**config.mk**
```make
export PLATFORM = sky130hd
export DESIGN_NAME = ds_dac_mix
export DESIGN_NICKNAME = d
export VERILOG_FILES = /design/src/rtl/ds_dac_pkg.sv /design/src/rtl/ds_mod.sv /design/src/rtl/ds_dac_mix.sv
export SDC_FILE = /design/constraint.sdc
export NUM_CORES = 1
export LEC_CHECK = 0
export CAP_MARGIN = 25
export CORE_MARGIN = 2
export CORE_UTILIZATION = 40
export CTS_CLUSTER_DIAMETER = 60
export DETAILED_ROUTE_END_ITERATION = 10
export PLACE_DENSITY_LB_ADDON = 0.15
export SLEW_MARGIN = 20
export SYNTH_ARGS = -nofsm -noshare
export SYNTH_HDL_FRONTEND = slang
export SYNTH_HIERARCHICAL = 1
export SYNTH_SLANG_ARGS = --single-unit
```
**constraint.sdc**
```tcl
create_clock -name clk_i -period 2.15 [get_ports clk_i]
set_input_delay 0.43 -clock clk_i [delete_from_list [all_inputs] [get_ports clk_i]]
set_output_delay 0.43 -clock clk_i [all_outputs]
set_load 0.05 [all_outputs]
```
**src/rtl/ds_dac_pkg.sv**
```systemverilog
// Shared definitions for the delta-sigma stereo mixer: route bit positions,
// integrator guard width and small constant/saturation helpers.
package ds_dac_pkg;

    localparam int ROUTE_L = 0;
    localparam int ROUTE_R = 1;

    // Extra bits on each second-order integrator above the sample width.
    localparam int MOD_INT_GUARD = 2;

    function automatic int clog2(input int n);
        int r;
        r = 0;
        while ((1 << r) < n) begin
            r++;
        end
        return r;
    endfunction

    function automatic logic [31:0] sat_u(input logic [31:0] v, input int w);
        logic [31:0] m;
        m = (32'd1 << w) - 32'd1;
        return (v > m) ? m : v;
    endfunction

endpackage

```
**src/rtl/ds_mod.sv**
```systemverilog
// One-bit delta-sigma modulator; first-order carry type, or second-order error
// feedback when DS_DAC_ORDER2_EN is defined. Runs every cycle, no handshake.
module ds_mod #(
    parameter int WIDTH = 8
) (
    input  logic             clk_i,
    input  logic             res_i,
    input  logic [WIDTH-1:0] din,
    output logic             dout
);

`ifdef DS_DAC_ORDER2_EN
    import ds_dac_pkg::*;

    localparam int IW = WIDTH + MOD_INT_GUARD;
    localparam int WW = IW + 2;
    localparam logic signed [WW-1:0] IMAX = $signed({3'b000, {(IW-1){1'b1}}});
    localparam logic signed [WW-1:0] IMIN = $signed({3'b111, {(IW-1){1'b0}}});

    logic signed [IW-1:0] int1, int2, n1, n2;
    logic signed [WW-1:0] fbw, dinw, e1, e2;

    always_comb begin
        dinw = $signed({{(WW-WIDTH){1'b0}}, din});
        fbw  = dout ? $signed({{(WW-WIDTH){1'b0}}, {WIDTH{1'b1}}}) : '0;
        e1   = $signed({{2{int1[IW-1]}}, int1}) + dinw - fbw;
        n1   = (e1 > IMAX) ? IMAX[IW-1:0] : (e1 < IMIN) ? IMIN[IW-1:0] : e1[IW-1:0];
        e2   = $signed({{2{int2[IW-1]}}, int2}) + $signed({{2{n1[IW-1]}}, n1}) - fbw;
        n2   = (e2 > IMAX) ? IMAX[IW-1:0] : (e2 < IMIN) ? IMIN[IW-1:0] : e2[IW-1:0];
    end

    always_ff @(posedge clk_i) begin
        if (res_i) begin
            int1 <= '0;
            int2 <= '0;
            dout <= 1'b0;
        end else begin
            int1 <= n1;
            int2 <= n2;
            dout <= ~n2[IW-1];
        end
    end
`else
    logic [WIDTH:0] acc;

    // The carry out of the phase accumulator is the output bit.
    always_ff @(posedge clk_i) begin
        if (res_i) begin
            acc  <= '0;
            dout <= 1'b0;
        end else begin
            acc  <= {1'b0, acc[WIDTH-1:0]} + {1'b0, din};
            dout <= acc[WIDTH];
        end
    end
`endif

endmodule

```
**src/rtl/ds_dac_mix.sv**
```systemverilog
// NCH-source stereo mixer with routing, shift and saturation feeding two ds_mod
// modulators (DS_DAC_ORDER2_EN selects second order). Load-to-mix latency 3; a load is accepted every cycle.
module ds_dac_mix
    import ds_dac_pkg::*;
#(
    parameter int WIDTH = 8,
    parameter int NCH   = 2,
    parameter int SHIFT = 0
) (
    input  logic                 clk_i,
    input  logic                 res_i,
    input  logic                 load_i,
    input  logic [NCH*WIDTH-1:0] dac_i,
    input  logic [2*NCH-1:0]     route_i,
    output logic                 busy_o,
    output logic [WIDTH-1:0]     mix_l_o,
    output logic [WIDTH-1:0]     mix_r_o,
    output logic                 dac_l_o,
    output logic                 dac_r_o
);

    localparam int SW = WIDTH + clog2(NCH) + 1;

    logic [NCH*WIDTH-1:0] smp;
    logic [2*NCH-1:0]     rte;
    logic                 v0, v1, v2;
    logic [SW-1:0]        add_l, add_r, sum_l, sum_r;
    logic [WIDTH-1:0]     sat_l, sat_r;

    always_comb begin
        add_l = '0;
        add_r = '0;
        for (int k = 0; k < NCH; k++) begin
            if (rte[2*k+ROUTE_L]) add_l = add_l + SW'(smp[k*WIDTH +: WIDTH]);
            if (rte[2*k+ROUTE_R]) add_r = add_r + SW'(smp[k*WIDTH +: WIDTH]);
        end
    end

    always_comb begin
        sat_l = WIDTH'(sat_u(32'(sum_l >> SHIFT), WIDTH));
        sat_r = WIDTH'(sat_u(32'(sum_r >> SHIFT), WIDTH));
    end

    always_ff @(posedge clk_i) begin
        if (res_i) begin
            smp     <= '0;
            rte     <= '0;
            v0      <= 1'b0;
            v1      <= 1'b0;
            v2      <= 1'b0;
            sum_l   <= '0;
            sum_r   <= '0;
            mix_l_o <= '0;
            mix_r_o <= '0;
        end else begin
            v0 <= load_i;
            v1 <= v0;
            v2 <= v1;
            if (load_i) begin
                smp <= dac_i;
                rte <= route_i;
            end
            if (v0) begin
                sum_l <= add_l;
                sum_r <= add_r;
            end
            // Mix outputs hold between loads; the modulators keep running on them.
            if (v1) begin
                mix_l_o <= sat_l;
                mix_r_o <= sat_r;
            end
        end
    end

    assign busy_o = v0 | v1 | v2;

    ds_mod #(.WIDTH(WIDTH)) u_mod_l (
        .clk_i (clk_i),
        .res_i (res_i),
        .din   (mix_l_o),
        .dout  (dac_l_o)
    );

    ds_mod #(.WIDTH(WIDTH)) u_mod_r (
        .clk_i (clk_i),
        .res_i (res_i),
        .din   (mix_r_o),
        .dout  (dac_r_o)
    );

endmodule
```
# Word level (Yosys, flattened, before mapping)
# Index checks and enable logic that the tools add are counted.
[word_totals]
register_bits = 79
latch_bits = 0
memories = 0
ram_bits = 0
rom_bits = 0
output_inout_bits = 19
[op_classes]
reduce_logical = 0
bitwise_logic = 2
n_mux = 6
multipliers = 0
n_eq_ne = 0
n_lt_le_gt_ge = 2
addsub = 4
n_div = 0
n_shift = 0
[op_table]
columns = ["op", "n"]
rows = [
  ["8-bit 2-to-1 mux", 4],
  ["10-bit by 8-bit adder with 10-bit output", 2],
  ["10-bit by 8-bit greater-than comparator with 1-bit output, second input constant", 2],
  ["10-bit 2-to-1 mux", 2],
  ["8-bit by 8-bit adder with 9-bit output", 2],
  ["1-bit bitwise OR", 2],
]

# Longest topological paths before layout
[logic_depth]
ltp_word = 3
mapped_depth = 9
mapped_depth_nobuf = 9

# Hierarchy
# The synthesis kept the hierarchy.
[modules_own_cells]
columns = ["mod", "seq_area_each_um2", "cells_each", "instances", "area_per_inst_um2"]
rows = [
  ["ds_dac_mix", 1141.1, 317, 1, 2810.2],
  ["ds_mod", 200.2, 56, 2, 540.5],
]

# Least setup slack after synthesis
# OpenSTA, ideal clock, no wires.
[synth_path]
path_kind = "register to register"
start = "register rte[1]"
end = "register sum_r[6]"
path_slack_ps = -79
arrival_ps = 2141
stages_incl_launch_ff = 10
synth_period_minus_slack_ps = 2229
setup_time_ps = 88
cell_sequence = "dfxtp_1 > and2_1 > ha_1 > inv_1 > fa_1 > nand2b_1 > a21boi_1 > o31a_1 > mux2_4 > a311oi_2"
[synth_between]
elab_chain_cells = 3
[synth_rtl]
columns = ["item", "line", "rtl"]
rows = [
  ["start, declared", "ds_dac_mix.sv:25", "logic [2*NCH-1:0] rte;"],
  ["start signal, assigned", "ds_dac_mix.sv:61", "rte <= route_i;"],
  ["8-bit 2-to-1 mux *", "ds_dac_mix.sv:35", "if (rte[2*k+ROUTE_R]) add_r = add_r + SW'(smp[k*WIDTH +: WIDTH]);"],
  ["10-bit by 8-bit adder with 10-bit output", "ds_dac_mix.sv:35", ""],
  ["10-bit 2-to-1 mux *", "ds_dac_mix.sv:35", ""],
  ["end signal, assigned", "ds_dac_mix.sv:65", "sum_r <= add_r;"],
  ["end, declared", "ds_dac_mix.sv:27", "logic [SW-1:0] add_l, add_r, sum_l, sum_r;"],
]
# Every way passes the cells marked *; elsewhere a longest branch is shown, timed or not.
# A chain may end at the register's enable or synchronous reset.

# Final worst setup path
# Ends and elaborated chain as after synthesis.

==> reports/qor.tcl <==
set qor(run_status) {finished, final reports clean}
set qor(area_leader_netlist) {sky130_fd_sc_hd__dfxtp_1}
set qor(hold-worst-slack_ps) 440
set qor(register_area_share_after_synthesis_pct) 39.6
set qor(syn_nets) 488
set qor(critical_path_peak_fanout) 3
set qor(synth_cell_types) 45
set qor(cts_tree) {yes}
set qor(crit_path_end_kind) {flip-flop}
set qor(synth_enable_flop_cells) 0
set qor(synth_cells) 429
set qor(wirelength_microns) 8320
set qor(mappedNetlistArea_sq_mm) 0.00389
set qor(clock_path_buffers) 2
set qor(grt_pass1_vias) 3089
set qor(critical_path_required_ps) 2420
set qor(routedWlPerCell_microns) 13.7
set qor(cp_slowest_cell) {sky130_fd_sc_hd__fa_2}
set qor(crit_path_cell_trace) {and2_4, ha_4, inv_2, fa_2, nand2b_4, a21boi_4, o31a_1, mux2_4, a311oi_2}
set qor(cells_after_dpl) 591
set qor(finalWorstSetupSlack_ps) 62.5
set qor(leakage_nw) 2.03
set qor(cts_made_buffers) 9
set qor(final_design_area_no_fill_sq_mm) 0.00477
set qor(setup_viol) 0
set qor(route.vias.total) 3157
set qor(period_minus_slack_ps) 2090
set qor(unrepaired_setup_endpoints_after_global_routing) {yes}
set qor(die_x_microns) 103
set qor(worst_setup_hold_path_clk_slew_ps) 90
set qor(worst_slew_pin_slew_ps) 502
set qor(synthTopCellsByCount) {sky130_fd_sc_hd__dfxtp_1, sky130_fd_sc_hd__nor2_1, sky130_fd_sc_hd__ha_1}
set qor(row_count) 35
set qor(timing_max_transition_violations_final) 0
set qor(htree_num_levels) 3
set qor(finalWeightedCongestion) 0.919
set qor(via_per_inst) 5.19
set qor(detailedPlacementHpwl_microns) 6160
set qor(min_path_type) {flip-flop to flip-flop}
set qor(min_path_cells) 1
set qor(final_layout_size_suffix_gt1_share_pct) 11.1
set qor(drc_errors) 0
set qor(grt.overflow.total) 0
set qor(yosys_warnings) 6
set qor(place_worst_setup_slack_ps) -39.6
set qor(power.density_mw_per_mm2) 676
set qor(violation_count_after_the_first_detailed_route_iteration) 86
set qor(ys_async_sr_fraction_pct) 0
set qor(timing_worst_setup_path_type) {flip-flop to flip-flop}
set qor(die-area_sq_mm) 0.0105
set qor(insertedDiodeCount) 0
set qor(synth.most_common_cell) {sky130_fd_sc_hd__dfxtp_1}
set qor(synth-seq-cells) 77
set qor(p_total_mw) 3.22
set qor(floorplan.initialDensity_pct) 41.7
set qor(worst_clock_skew_ps) 9.28
set qor(max-cap-violations) 0
set qor(clock_insertion_delay_worst_skew_ps) 350
set qor(drt_pre_antenna_iters) 4
set qor(critPathArrivalTime_ps) 2360
set qor(cts_num_sinks) 77
set qor(critical-path-max-stage-delay_ps) 360
set qor(grt_max_degree) 34
set qor(setup.worst_path.start_class) {flip-flop}
set qor(yosys.area.top_type_share_pct) 39.6
set qor(floorplan.die.height_microns) 103
set qor(gr-usage-all-layers_pct) 17.2
set qor(finalNonFillerCells) 608
set qor(root_cell_of_the_clock_tree) {sky130_fd_sc_hd__clkbuf_8}
set qor(syn_area_per_cell_sq_um) 9.07
set qor(nets_final) 533
set qor(hold_viol_final) 0
set qor(grt_pass1_wl_microns) 14300
set qor(core_area_sq_mm) 0.00933
set qor(final_antenna_net_count) 0
set qor(slew_headroom_pct) 66.4
set qor(fmaxAchievable_mhz) 479
set qor(dpl_cell_area_sq_mm) 0.00450
set qor(ioPinCount) 42
set qor(place.port_buffers) 41
set qor(reg2reg_depth) 9
set qor(fin_crit_sh_pct) 97.1
set qor(grt_antenna_before_repair) 0
set qor(areaGrowthSynthToFinish_pct) 22.5
set qor(yosys-top-cells-area) {sky130_fd_sc_hd__dfxtp_1, sky130_fd_sc_hd__ha_1, sky130_fd_sc_hd__nor2_1}
set qor(synth_ff_type) {sky130_fd_sc_hd__dfxtp_1}
set qor(vdd_drop_max_mv) 0.346
[timing repair]
item,in CTS,in global routing
endpoints found under the setup margin,1,3
setup buffers,0,1
hold buffers,0,0
pin swaps,2,5
resized for setup,4,6
[layout by cell type, fill, tap and decap left out, types with 6 or more instances in the layout]
master                            count
sky130_fd_sc_hd__nand2_1             11
sky130_fd_sc_hd__nor2_1              71
sky130_fd_sc_hd__a21oi_1             19
sky130_fd_sc_hd__clkdlybuf4s50_1     39
sky130_fd_sc_hd__mux2i_1             26
sky130_fd_sc_hd__clkbuf_8            11
sky130_fd_sc_hd__inv_1                9
sky130_fd_sc_hd__a21o_1               9
sky130_fd_sc_hd__ha_1                31
sky130_fd_sc_hd__nand3_1              9
sky130_fd_sc_hd__xnor2_1              7
sky130_fd_sc_hd__o21ai_0             11
sky130_fd_sc_hd__xor2_1               6
sky130_fd_sc_hd__o22ai_1             20
sky130_fd_sc_hd__nor3_1              12
sky130_fd_sc_hd__dfxtp_1             75
sky130_fd_sc_hd__a211oi_1            10
sky130_fd_sc_hd__nor2b_1              9
sky130_fd_sc_hd__buf_4               14
sky130_fd_sc_hd__and2_1              11
[layout make-up]
| cell class | instances | area [sq um] |
|---|---|---|
| Timing Repair Buffer | 56 | 541 |
| Clock buffer | 11 | 151 |
| Multi-Input combinational cell | 319 | 2270 |
| Inverter | 11 | 41.3 |
| Clock inverter | 5 | 58.8 |
| Tap cell | 129 | 161 |
| Sequential cell | 77 | 1540 |
| Fill cell | 908 | 4560 |
[sequential cells by signal, indices dropped and copies added, names as in the netlist]
| register | count |
|---|---|
| u_mod_r/dout | 1 |
| sum_r | 9 |
| mix_r_o | 8 |
| rte | 4 |
| sum_l | 9 |
| v0 | 1 |
| smp | 16 |
| u_mod_l/acc | 9 |
| u_mod_l/dout | 1 |
| v2 | 1 |
| v1 | 1 |
| u_mod_r/acc | 9 |
| mix_l_o | 8 |
[cell families (layout without fill, tap and decap cells)]
logic type	count (synthesis)	in the layout	share of synthesized area [%]
AND/OR/NAND/NOR	139	139	16.5
AO/OA/AOI/OAI	102	102	17.6
flip-flops	77	77	39.6
adder cells (fa/ha/maj)	36	36	12.3
buffers and inverters	33	83	3.31
multiplexers	29	29	7.65
XOR/XNOR	13	13	2.93
[through the flow]
step	util [%]	TNS, ps
4_1_cts	50.7	0
3_3_place_gp	48.3	0
5_1_grt	51.1	-18.5
2_1_floorplan	-	0
6_report	51.1	0
3_5_place_dp	48.3	-39.6
[worst max-delay path: cells and delay by family, from the launching register on]
kind | cells | cell delay (ps)
AO/OA/AOI/OAI | 3 | 550
adder cells (fa/ha/maj) | 2 | 490
buffers and inverters | 1 | 40
flip-flops | 1 | 330
multiplexers | 1 | 310
AND/OR/NAND/NOR | 2 | 310
[final timing paths]
path / endpoint / start / slack, ps
max: sum_r[6] / rte[1] / 60
min: u_mod_r/dout / u_mod_r/acc[8] / 440
max reg2reg: sum_r[6] / rte[1] / 60
min reg2reg: u_mod_r/dout / u_mod_r/acc[8] / 440
[per-layer routing]
metal / vias to the layer above / global-route usage (%) / routed length, microns
met1: 1448 / 22.6 / 4170
met4: 0 / 8.10 / 229
li1: 1632 / - / -
met5: - / 0 / 0
met2: 59 / 27.7 / 3620
met3: 18 / 2.78 / 297
[power breakdown]
part	internal (mW)	switching, mW
Combinational	0.229	0.266
Sequential	1.51	0.0679
Clock	0.600	0.553
Total	2.34	0.887
Note: power is estimated with default switching activity, not from simulation.
